==> config.mk <==
export PLATFORM = sky130hd
export DESIGN_NAME = snd_sdr_arb
export DESIGN_NICKNAME = d
export VERILOG_FILES = /design/src/rtl/snd_sdr_arb.sv
export SDC_FILE = /design/constraint.sdc
export NUM_CORES = 1
export LEC_CHECK = 0
export ABC_AREA = 1
export CAP_MARGIN = 5
export CORE_ASPECT_RATIO = 0.6
export CORE_UTILIZATION = 35
export CTS_CLUSTER_SIZE = 8
export DETAILED_ROUTE_END_ITERATION = 16
export PLACE_DENSITY = 0.72
export SKIP_CTS_REPAIR_TIMING = 1
export SYNTH_ARGS = -nofsm -noshare
export SYNTH_HDL_FRONTEND = slang
export SYNTH_SLANG_ARGS = --single-unit
==> constraint.sdc <==
create_clock -name clk_sys -period 2.2 [get_ports clk_sys]
set_input_delay 0.22 -clock clk_sys [delete_from_list [all_inputs] [get_ports clk_sys]]
set_output_delay 0.22 -clock clk_sys [all_outputs]
set_load 0.1 [all_outputs]
==> src/rtl/snd_sdr_arb.sv <==
// Two-requester SDRAM read arbiter for the sound subsystem (GA20 sample cache and sound-CPU ROM
// cache). Round-robin or fixed priority, one outstanding read, with BUSY timeout and reissue.
module snd_sdr_arb #(
    parameter bit          RR      = 1'b1,
    parameter int unsigned TIMEOUT = 255
) (
    input  logic        clk_sys,
    input  logic        reset,
    input  logic        req0,
    input  logic [24:0] addr0,
    output logic        rdy0,
    input  logic        req1,
    input  logic [24:0] addr1,
    output logic        rdy1,
    output logic [63:0] dout,
    output logic [24:0] sdr_addr,
    output logic        sdr_req,
    input  logic [63:0] sdr_data,
    input  logic        sdr_rdy,
    output logic        busy,
    output logic        timeout_err
);

    localparam int unsigned CntW = (TIMEOUT < 2) ? 1 : $clog2(TIMEOUT);

    typedef enum logic [1:0] {StIdle, StBusy, StRetry, StDone} state_e;

    state_e        state_q, state_d;
    logic [CntW-1:0] cnt_q, cnt_d;
    logic          gnt_q, gnt_d;
    logic          last_q, last_d;
    logic [24:0]   addr_d;
    logic [63:0]   dout_d;
    logic          sdr_req_d, rdy0_d, rdy1_d, busy_d, terr_d;
    logic          pick;

    // Contention goes to the requester not served last (RR) or to requester 0.
    assign pick = req1 && (!req0 || (RR && !last_q));

    always_comb begin
        state_d   = state_q;
        cnt_d     = cnt_q;
        gnt_d     = gnt_q;
        last_d    = last_q;
        addr_d    = sdr_addr;
        dout_d    = dout;
        terr_d    = timeout_err;
        sdr_req_d = 1'b0;
        rdy0_d    = 1'b0;
        rdy1_d    = 1'b0;

        unique case (state_q)
            StIdle: begin
                if (req0 || req1) begin
                    gnt_d     = pick;
                    addr_d    = pick ? addr1 : addr0;
                    cnt_d     = '0;
                    sdr_req_d = 1'b1;
                    state_d   = StBusy;
                end
            end
            StBusy: begin
                if (sdr_rdy) begin
                    dout_d  = sdr_data;
                    rdy0_d  = !gnt_q;
                    rdy1_d  = gnt_q;
                    last_d  = gnt_q;
                    state_d = StDone;
                end else if (cnt_q == CntW'(TIMEOUT - 1)) begin
                    terr_d  = 1'b1;
                    state_d = StRetry;
                end else begin
                    cnt_d     = cnt_q + CntW'(1);
                    sdr_req_d = 1'b1;
                end
            end
            StRetry: begin
                cnt_d     = '0;
                sdr_req_d = 1'b1;
                state_d   = StBusy;
            end
            StDone: begin
                state_d = StIdle;
            end
            default: begin
                state_d = StIdle;
            end
        endcase

        busy_d = (state_d != StIdle);
    end

    always_ff @(posedge clk_sys) begin
        if (reset) begin
            state_q     <= StIdle;
            cnt_q       <= '0;
            gnt_q       <= 1'b0;
            last_q      <= 1'b1;
            sdr_addr    <= '0;
            dout        <= '0;
            sdr_req     <= 1'b0;
            rdy0        <= 1'b0;
            rdy1        <= 1'b0;
            busy        <= 1'b0;
            timeout_err <= 1'b0;
        end else begin
            state_q     <= state_d;
            cnt_q       <= cnt_d;
            gnt_q       <= gnt_d;
            last_q      <= last_d;
            sdr_addr    <= addr_d;
            dout        <= dout_d;
            sdr_req     <= sdr_req_d;
            rdy0        <= rdy0_d;
            rdy1        <= rdy1_d;
            busy        <= busy_d;
            timeout_err <= terr_d;
        end
    end

endmodule

==> results of run 1 <==
## power by group
part	internal [W]	leakage, nW	switching [W]
combinational	0.000425	1.75	0.00110
sequential	0.00204	0.868	0.0000681
clock	0.000820	0.130	0.000666
## worst reg2reg max path, delay by kind of cell, from the launching register on
family	cells	cell delay, ns
AOI/OAI and AO/OA	1	0.14
and+or+nand+nor	3	0.38
buffers and inverters	3	0.59
DFF	1	0.48
## cells in the final DEF, fill, tap and decap left out, drive strengths merged
cell / count
nand2: 217
clkinv: 2
xor2: 1
o21ai: 28
or2: 2
xnor2: 1
dfxtp: 106
clkdlybuf4s50: 117
a21oi: 47
nand4: 1
ha: 2
clkbuf: 11
inv: 19
nor3: 3
nand3: 34
nor2: 24
clkinvlp: 3
a31oi: 25
buf: 104
## cell families after synthesis
family	count (synthesis)	synth area share (%)
AND/OR/NAND/NOR	281	27.9
flip-flops	106	52.1
AO/OA/AOI/OAI	100	13.0
buffers and inverters	53	5.99
XOR/XNOR	2	0.430
adder cells (fa/ha/maj)	2	0.614
## metrics by stage
step,area (um^2),instances,hold slack (ns),power (W)
floorplan,4080,544,0.323,0.00320
global placement,6090,892,0.431,0.00366
detailed placement,6090,892,0.446,0.00368
CTS,6370,907,0.319,0.00519
global route,6370,907,0.373,0.00535
finish,6370,907,0.332,0.00512
## sequential cells by signal, indices dropped and copies added, names as in the netlist
| register | flops |
|---|---|
| sdr_req | 1 |
| rdy0 | 1 |
| timeout_err | 1 |
| dout | 64 |
| busy | 1 |
| sdr_addr | 25 |
| cnt_q | 8 |
| last_q | 1 |
| rdy1 | 1 |
| gnt_q | 1 |
| state_q | 2 |
## metal layers
layer | global-route usage (%) | routed length (um) | up-vias
met5 | 0 | 0 | -
met4 | 6.82 | 161 | 0
met3 | 5.64 | 881 | 12
met2 | 31.8 | 5440 | 146
met1 | 25.3 | 5490 | 1928
li1 | - | - | 2156
## worst max-delay path by stage
stage / start / end / slack [ns] / cells past startpoint
floorplan: sdr_addr[0]$_SDFFE_PP0P_ / sdr_addr[0]$_SDFFE_PP0P_ / 0.86 / 2
global placement: req0 / cnt_q[0]$_SDFFE_PP0P_ / 0.53 / 7
detailed placement: req0 / sdr_addr[7]$_SDFFE_PP0P_ / 0.45 / 6
CTS: state_q[0]$_SDFF_PP0_ / dout[59]$_SDFFE_PP0P_ / 0.50 / 7
global route: state_q[0]$_SDFF_PP0_ / dout[59]$_SDFFE_PP0P_ / 0.39 / 7
finish: state_q[0]$_SDFF_PP0_ / dout[59]$_SDFFE_PP0P_ / 0.53 / 7
## cell type report
class | count | area (um^2)
clock buffers | 11 | 253
clock inverters | 4 | 27.5
fillers | 1075 | 4970
inverters | 20 | 75.1
multi-input cells | 385 | 1720
flip-flops and latches | 106 | 2120
well taps | 160 | 200
repair buffers | 221 | 1970
==> impl_metrics.yaml, run 1 <==
run_status:
  outcome: "finished, final reports clean"
placed_design:
  pre_cts_ws_ns: 0.452
  dpl.hpwl_mm: 8.95
  port_buffers: 212
  place_congestion: 0.795
global_route:
  grt_overflow: 0
  antenna_found_initial: 0
  first_global_vias: 3936
  grt_max_degree: 51
  grt_pass1_wl_mm: 18.9
  grtUsageTotal_pct: 19.7
route:
  drt-pass1-iter-count: 4
  wl_per_cell_um: 13.2
  drc: 0
  routed_wl_mm: 12.0
  vias_per_cell: 4.68
  vias: 4242
  drtAntennaViolNets: 0
  drt_iter0_markers: 257
setup_path:
  path_delay_family: "buffers and inverters"
  crit_required_ns: 2.46
  worstSetupEndpointType: "register"
  crit_path_frequent_cell: "inv_2"
  path_buf_inv: 3
  path_class: "reg -> reg"
  critPathMaxStageDelay_ns: 0.48
  r2r_cells: 7
  r2r-end: "dout[59]$_SDFFE_PP0P_"
  r2r_slack_ns: 0.53
  r2r_start: "state_q[0]$_SDFF_PP0_"
  start_kind: "register"
  crit_slowest_cell: "dfxtp_1"
  path_cells: "inv_2, nor2_4, nand2_2, inv_2, buf_12, nand2_1, a21oi_1"
  crit_fanout: 20
  cp.arrival_ns: 1.92
floorplan:
  die_area_um2: 12100
  rows: 30
  die_y_um: 85.6
  initial_core_util_pct: 36.0
  die_w_um: 141
  coreArea_um2: 11300
  io_pins: 213
timing:
  setup_slack_ns: 0.533
  max_slew.worst_pin.slew_ns: 0.542
  hold_viol: 0
  rsz0062_at_grt: "no"
  slew_viol_final: 0
  setup_violations: 0
  relSlewSlack_pct: 63.9
  max_freq_mhz: 600
  finalSetupTns_ns: 0
  min_period_ns: 1.67
  skew_ns: 0.00437
  post-route-period-util_pct: 75.8
yosys:
  synthTopCellsByArea: "dfxtp_1 52%, nand2_1 20%, a21oi_1 5.8%"
  yosysMostFrequentCell: "nand2_1"
  synth_top_area_share_pct: 52.1
  synthCells: 544
  synth_edf_count: 0
  syn_avg_cell_area_um2: 7.49
  synth_area_um2: 4080
  synthTopCellsByCount: "215 x nand2_1, 106 x dfxtp_1, 47 x a21oi_1, 34 x nand3_1"
  ys_ff_latch: 106
  ys_types: 26
  ys.flop_type: "dfxtp_1"
  synthArstFlopShare_pct: 0
  synth_top_cell_by_area: "dfxtp_1"
  yosys_warnings: 0
  yosysSeqAreaShare_pct: 52.1
  syn_nets: 665
worst_hold_path:
  hold_path_depth: 4
  min_path_type: "in -> reg"
  min_from: "reset"
  min_to: "cnt_q[0]$_SDFFE_PP0P_"
job:
  maxCapViolCount: 0
cts:
  numClockSinks: 106
  cts_buffers: 9
  clockRootBuffer: "clkbuf_16"
  cts_tree: "done"
  clockBufferDepth: 2
  cts_max_level: 3
  clk_pin_slew_ns: 0.07
  clk_latency_ns: 0.34
power:
  ir_worst_vdd_uv: 474
  powerDensity_nw_per_um2: 804
  leakagePower_nw: 2.75
final_layout:
  layout-drive-gt1-share_pct: 17.4
  antennaDiodeCount: 0
  fin_util_pct: 56.2
  finalNetCount: 864
  syn_to_final_growth_pct: 56.2
Power figures use the tool's default switching activity.
==> run 2: changes to the inputs <==
PLACE_DENSITY = 0.75   (was 0.72)
clock period = 1.5 ns   (was 2.2 ns; I/O delays follow)
==> run 2 against run 1 <==
Clock skew up 0.0055 ns. Critical path depth rose by 3. Sequential cell count stayed put. Die area stayed put. First-iteration DRC count up 3.5%. Maximum frequency grew 13%. Combinational power rose by 78%.
==> impl_metrics.yaml, run 2 (same netlist as run 1, synthesis figures left out) <==
final_layout:
  finalNetCount: 879
  fin_util_pct: 68.6
  post-route-cell-area_um2: 7780
  final_cell_mix: "211 x nand2_1, 117 x clkdlybuf4s50_1, 102 x dfxtp_1, 100 x buf_12, 45 x a21oi_1"
  antennaDiodeCount: 0
  syn_to_final_growth_pct: 90.8
  layout_commonest_cell: "nand2_1"
  layout-drive-gt1-share_pct: 20.6
  largestRegisters: "dout x64, sdr_addr x25, cnt_q x8"
  largest_reg_flops: 64
  regMostFlops: "dout"
setup_path:
  path_class: "reg -> reg"
  cp.arrival_ns: 1.74
  crit_slowest_cell: "dfxtp_4"
  r2r_slack_ns: 0.02
  worstSetupEndpointType: "register"
  r2r_cells: 10
  crit_required_ns: 1.77
  path_cells: "inv_2, ha_1, nand2_1, nor2_2, nand2_2, nand2_2, nand2_4, nand2_2, nand2_1, a21oi_1"
  path_delay_family: "simple AND/OR/NAND/NOR gates"
  critPathMaxStageDelay_ns: 0.36
  cp.depth: 10
  crit_fanout: 4
  crit_path_frequent_cell: "nand2_2"
  start_kind: "register"
  path_buf_inv: 1
cts:
  clockBufferDepth: 2
  cts_tree: "done"
  numClockSinks: 106
  clk_pin_slew_ns: 0.07
  clockRootBuffer: "clkbuf_16"
  clk_latency_ns: 0.34
  cts_max_level: 3
  cts_buffers: 9
timing:
  timing.hold.ws_ns: 0.167
  post-route-period-util_pct: 98.5
  setup_violations: 0
  relSlewSlack_pct: 73.9
  slew_viol_final: 0
  min_period_ns: 1.48
  skew_ns: 0.00982
  setup_slack_ns: 0.0230
  max_freq_mhz: 677
  hold_viol: 0
  max_slew.worst_pin.slew_ns: 0.390
power:
  leakagePower_nw: 3.15
  powerDensity_nw_per_um2: 1050
  ir_worst_vdd_uv: 584
job:
  maxCapViolCount: 0
global_route:
  grtUsageTotal_pct: 21.2
  grt_overflow: 0
  antenna_found_initial: 0
  first_global_vias: 4156
  grt_pass1_wl_mm: 20.4
  grt_max_degree: 51
worst_hold_path:
  hold_path_depth: 2
  min_path_type: "in -> reg"
route:
  drc: 0
  drt_iter0_markers: 266
  wl_per_cell_um: 14.3
  drtAntennaViolNets: 0
  vias_per_cell: 4.82
  drt-pass1-iter-count: 5
  routed_wl_mm: 13.2
  vias: 4443
floorplan:
  die_area_um2: 12100
  rows: 30
  coreArea_um2: 11300
  die_y_um: 85.6
  io_pins: 213
  die_w_um: 141
  initial_core_util_pct: 36.0
placed_design:
  place_congestion: 0.845
  pre_cts_ws_ns: -0.0858
  placed_area_um2: 7390
  dpl.hpwl_mm: 9.96
  port_buffers: 212
run_status:
  outcome: "finished, final reports clean"
[run 2: changes by cell type in the layout (fill, tap and decap cells not counted), sizes merged]
cell	change
bufinv	+1
clkbuf	-1
nand2	+1
buf	+13
[run 2: power by group]
part,switching [W],internal [W]
clock,0.000985,0.00127
combinational,0.00166,0.00107
sequential,0.000184,0.00299
[run 2: per-layer routing]
| metal | track usage, % | vias to the layer above | wire [um] | share of wire, % |
|---|---|---|---|---|
| li1 | - | 2191 | - | - |
| met4 | 5.93 | 0 | 189 | 1.4 |
| met2 | 35.8 | 166 | 6380 | 49 |
| met1 | 26.4 | 2061 | 5670 | 43 |
| met3 | 6.14 | 25 | 917 | 7.0 |
| met5 | 0 | - | 0 | 0 |
[run 2: stage by stage]
stage | instances | TNS, ns | total power, W
after detailed placement | 902 | -0.535 | 0.00593
after CTS | 916 | -0.0910 | 0.00820
final | 921 | 0 | 0.00816
after floorplan | 544 | 0 | 0.00470
after global placement | 902 | -0.166 | 0.00590
after global routing | 921 | -0.207 | 0.00849
[run 2: path summary, 6_finish.rpt]
| path | from | end |
|---|---|---|
| hold / removal | reset | gnt_q$_SDFFE_PP0P_ |
| setup / recovery | cnt_q[0]$_SDFFE_PP0P_ | cnt_q[6]$_SDFFE_PP0P_ |
| setup reg to reg | cnt_q[0]$_SDFFE_PP0P_ | cnt_q[6]$_SDFFE_PP0P_ |
| hold reg to reg | gnt_q$_SDFFE_PP0P_ | rdy0$_SDFF_PP0_ |
[run 2: worst register-to-register path: stages, from the launching register on]
cell,delay [ns]
dfxtp_4,0.36
inv_2,0.06
ha_1,0.14
nand2_1,0.08
nor2_2,0.15
nand2_2,0.09
nand2_2,0.11
nand2_4,0.08
nand2_2,0.13
nand2_1,0.06
a21oi_1,0.14
[run 2: final cells by class]
cell class                      count  area [um^2]
Clock buffer                        9          225
Clock inverter                      5         57.6
Fill cell                         862         3560
Multi-Input combinational cell    386         1760
Inverter                           20         77.6
Sequential cell                   106         2130
Tap cell                          160          200
Timing Repair Buffer              235         3320
==> run 3: changes to the inputs <==
CELL_PAD_IN_SITES_DETAIL_PLACEMENT = 1   (was not set)
CELL_PAD_IN_SITES_GLOBAL_PLACEMENT = 1   (was not set)
CORE_UTILIZATION = 24   (was 35)
PLACE_DENSITY = not set   (was 0.75)
PLACE_DENSITY_LB_ADDON = 0.1   (was not set)
==> run 3 against run 2 <==
Clock skew hardly changed. Clock power increased by 3%. Largest power group unchanged. Critical endpoint is now sdr_req$_SDFF_PP0_. Utilization decreased by 20 points.
==> impl_metrics.yaml, run 3 (same netlist as run 1, synthesis figures left out) <==
global_route:
  grtUsageTotal_pct: 17.2
  grt_pass1_wl_mm: 23.3
  antenna_found_initial: 0
  grt_max_degree: 65
  first_global_vias: 4614
  grt_overflow: 0
timing:
  slew_viol_final: 0
  skew_ns: 0.00950
  max_freq_mhz: 694
  setup_violations: 0
  hold_viol: 0
  relSlewSlack_pct: 80.4
  min_period_ns: 1.44
  max_slew.worst_pin.slew_ns: 0.294
  post-route-period-util_pct: 96.1
run_status:
  outcome: "finished, final reports clean"
final_layout:
  syn_to_final_growth_pct: 93.6
  post-route-cell-area_um2: 7890
  layout-drive-gt1-share_pct: 20.8
  largest_reg_flops: 64
  finalNetCount: 882
  final_cell_mix: "211 x nand2_1, 117 x clkdlybuf4s50_1, 103 x dfxtp_1, 101 x buf_12, 46 x a21oi_1"
  stdcell_count: 992
  largestRegisters: "dout x64, sdr_addr x25, cnt_q x8"
  layout_commonest_cell: "nand2_1"
  antennaDiodeCount: 0
  regMostFlops: "dout"
cts:
  cts_tree: "done"
  numClockSinks: 106
  clockRootBuffer: "clkbuf_16"
  cts_max_level: 3
  clk_latency_ns: 0.34
  clockBufferDepth: 2
  cts_buffers: 9
  clk_pin_slew_ns: 0.07
route:
  vias: 4400
  drt-pass1-iter-count: 4
  drc: 0
  wl_per_cell_um: 15.1
  drtAntennaViolNets: 0
  routed_wl_mm: 15.0
  vias_per_cell: 4.44
  drt_iter0_markers: 149
floorplan:
  io_pins: 213
  die_area_um2: 17500
  initial_core_util_pct: 24.9
  die_w_um: 170
  coreArea_um2: 16400
  die_y_um: 103
  rows: 36
setup_path:
  start_kind: "register"
  path_delay_family: "simple AND/OR/NAND/NOR gates"
  path_buf_inv: 3
  crit_slowest_cell: "dfxtp_2"
  crit_fanout: 6
  path_cells: "inv_2, ha_4, nand2_4, nor2_4, nand2_2, nand2_2, nand2_2, nand2_4, buf_6, buf_4, nor2_1"
  critPathMaxStageDelay_ns: 0.32
  crit_path_frequent_cell: "nand2_2"
  cp.arrival_ns: 1.67
  path_class: "reg -> reg"
  crit_required_ns: 1.73
  worstSetupEndpointType: "register"
placed_design:
  dpl.hpwl_mm: 11.3
  placed_area_um2: 7500
  port_buffers: 212
  place_congestion: 0.799
  place_inst: 972
power:
  ir_worst_vdd_uv: 520
  powerDensity_nw_per_um2: 1050
  leakagePower_nw: 3.18
  power_w: 0.00829
job:
  maxCapViolCount: 0
worst_hold_path:
  min_path_type: "in -> reg"
-- run 3: area by class of cell --
type | instances | area (um^2)
Tap cell | 228 | 285
Sequential cell | 106 | 2130
Inverter | 20 | 75.1
Timing Repair Buffer | 239 | 3350
Clock buffer | 10 | 229
Fill cell | 1887 | 8500
Clock inverter | 4 | 52.6
Multi-Input combinational cell | 385 | 1770
-- run 3: through the flow --
stage | worst slack [ns] | utilization [%] | TNS [ns] | hold WS [ns]
4_1_cts | -0.0979 | 47.5 | -0.526 | 0.261
3_5_place_dp | -0.112 | 45.8 | -2.30 | 0.447
6_report | 0.0583 | 48.1 | 0 | 0.270
3_3_place_gp | -0.0304 | 45.8 | -0.567 | 0.415
5_1_grt | -0.00362 | 48.1 | -0.00993 | 0.286
2_1_floorplan | 0.159 | - | 0 | 0.253
-- run 3: final timing paths --
kind	startpoint	endpoint	slack [ns]	depth (start not counted)
hold / removal	reset	cnt_q[0]$_SDFFE_PP0P_	0.27	4
setup reg to reg	cnt_q[0]$_SDFFE_PP0P_	sdr_req$_SDFF_PP0_	0.06	11
setup / recovery	cnt_q[0]$_SDFFE_PP0P_	sdr_req$_SDFF_PP0_	0.06	11
hold reg to reg	gnt_q$_SDFFE_PP0P_	rdy0$_SDFF_PP0_	0.45	1
-- run 3: worst min-delay path: stages --
cell     delay, ns
buf_2         0.12
inv_2         0.14
o21ai_1       0.11
nor2_1        0.05
-- run 3: report_power, final --
part / internal (W) / leakage, nW / switching (W)
registers: 0.00299 / 0.869 / 0.000184
clock network: 0.00129 / 0.139 / 0.00104
logic: 0.00109 / 2.17 / 0.00168
-- run 3: per-layer routing --
metal	GRT usage [%]	wire length (um)
met5	0	0
met4	3.74	111
met3	6.95	1140
met2	28.6	6950
met1	20.9	6820
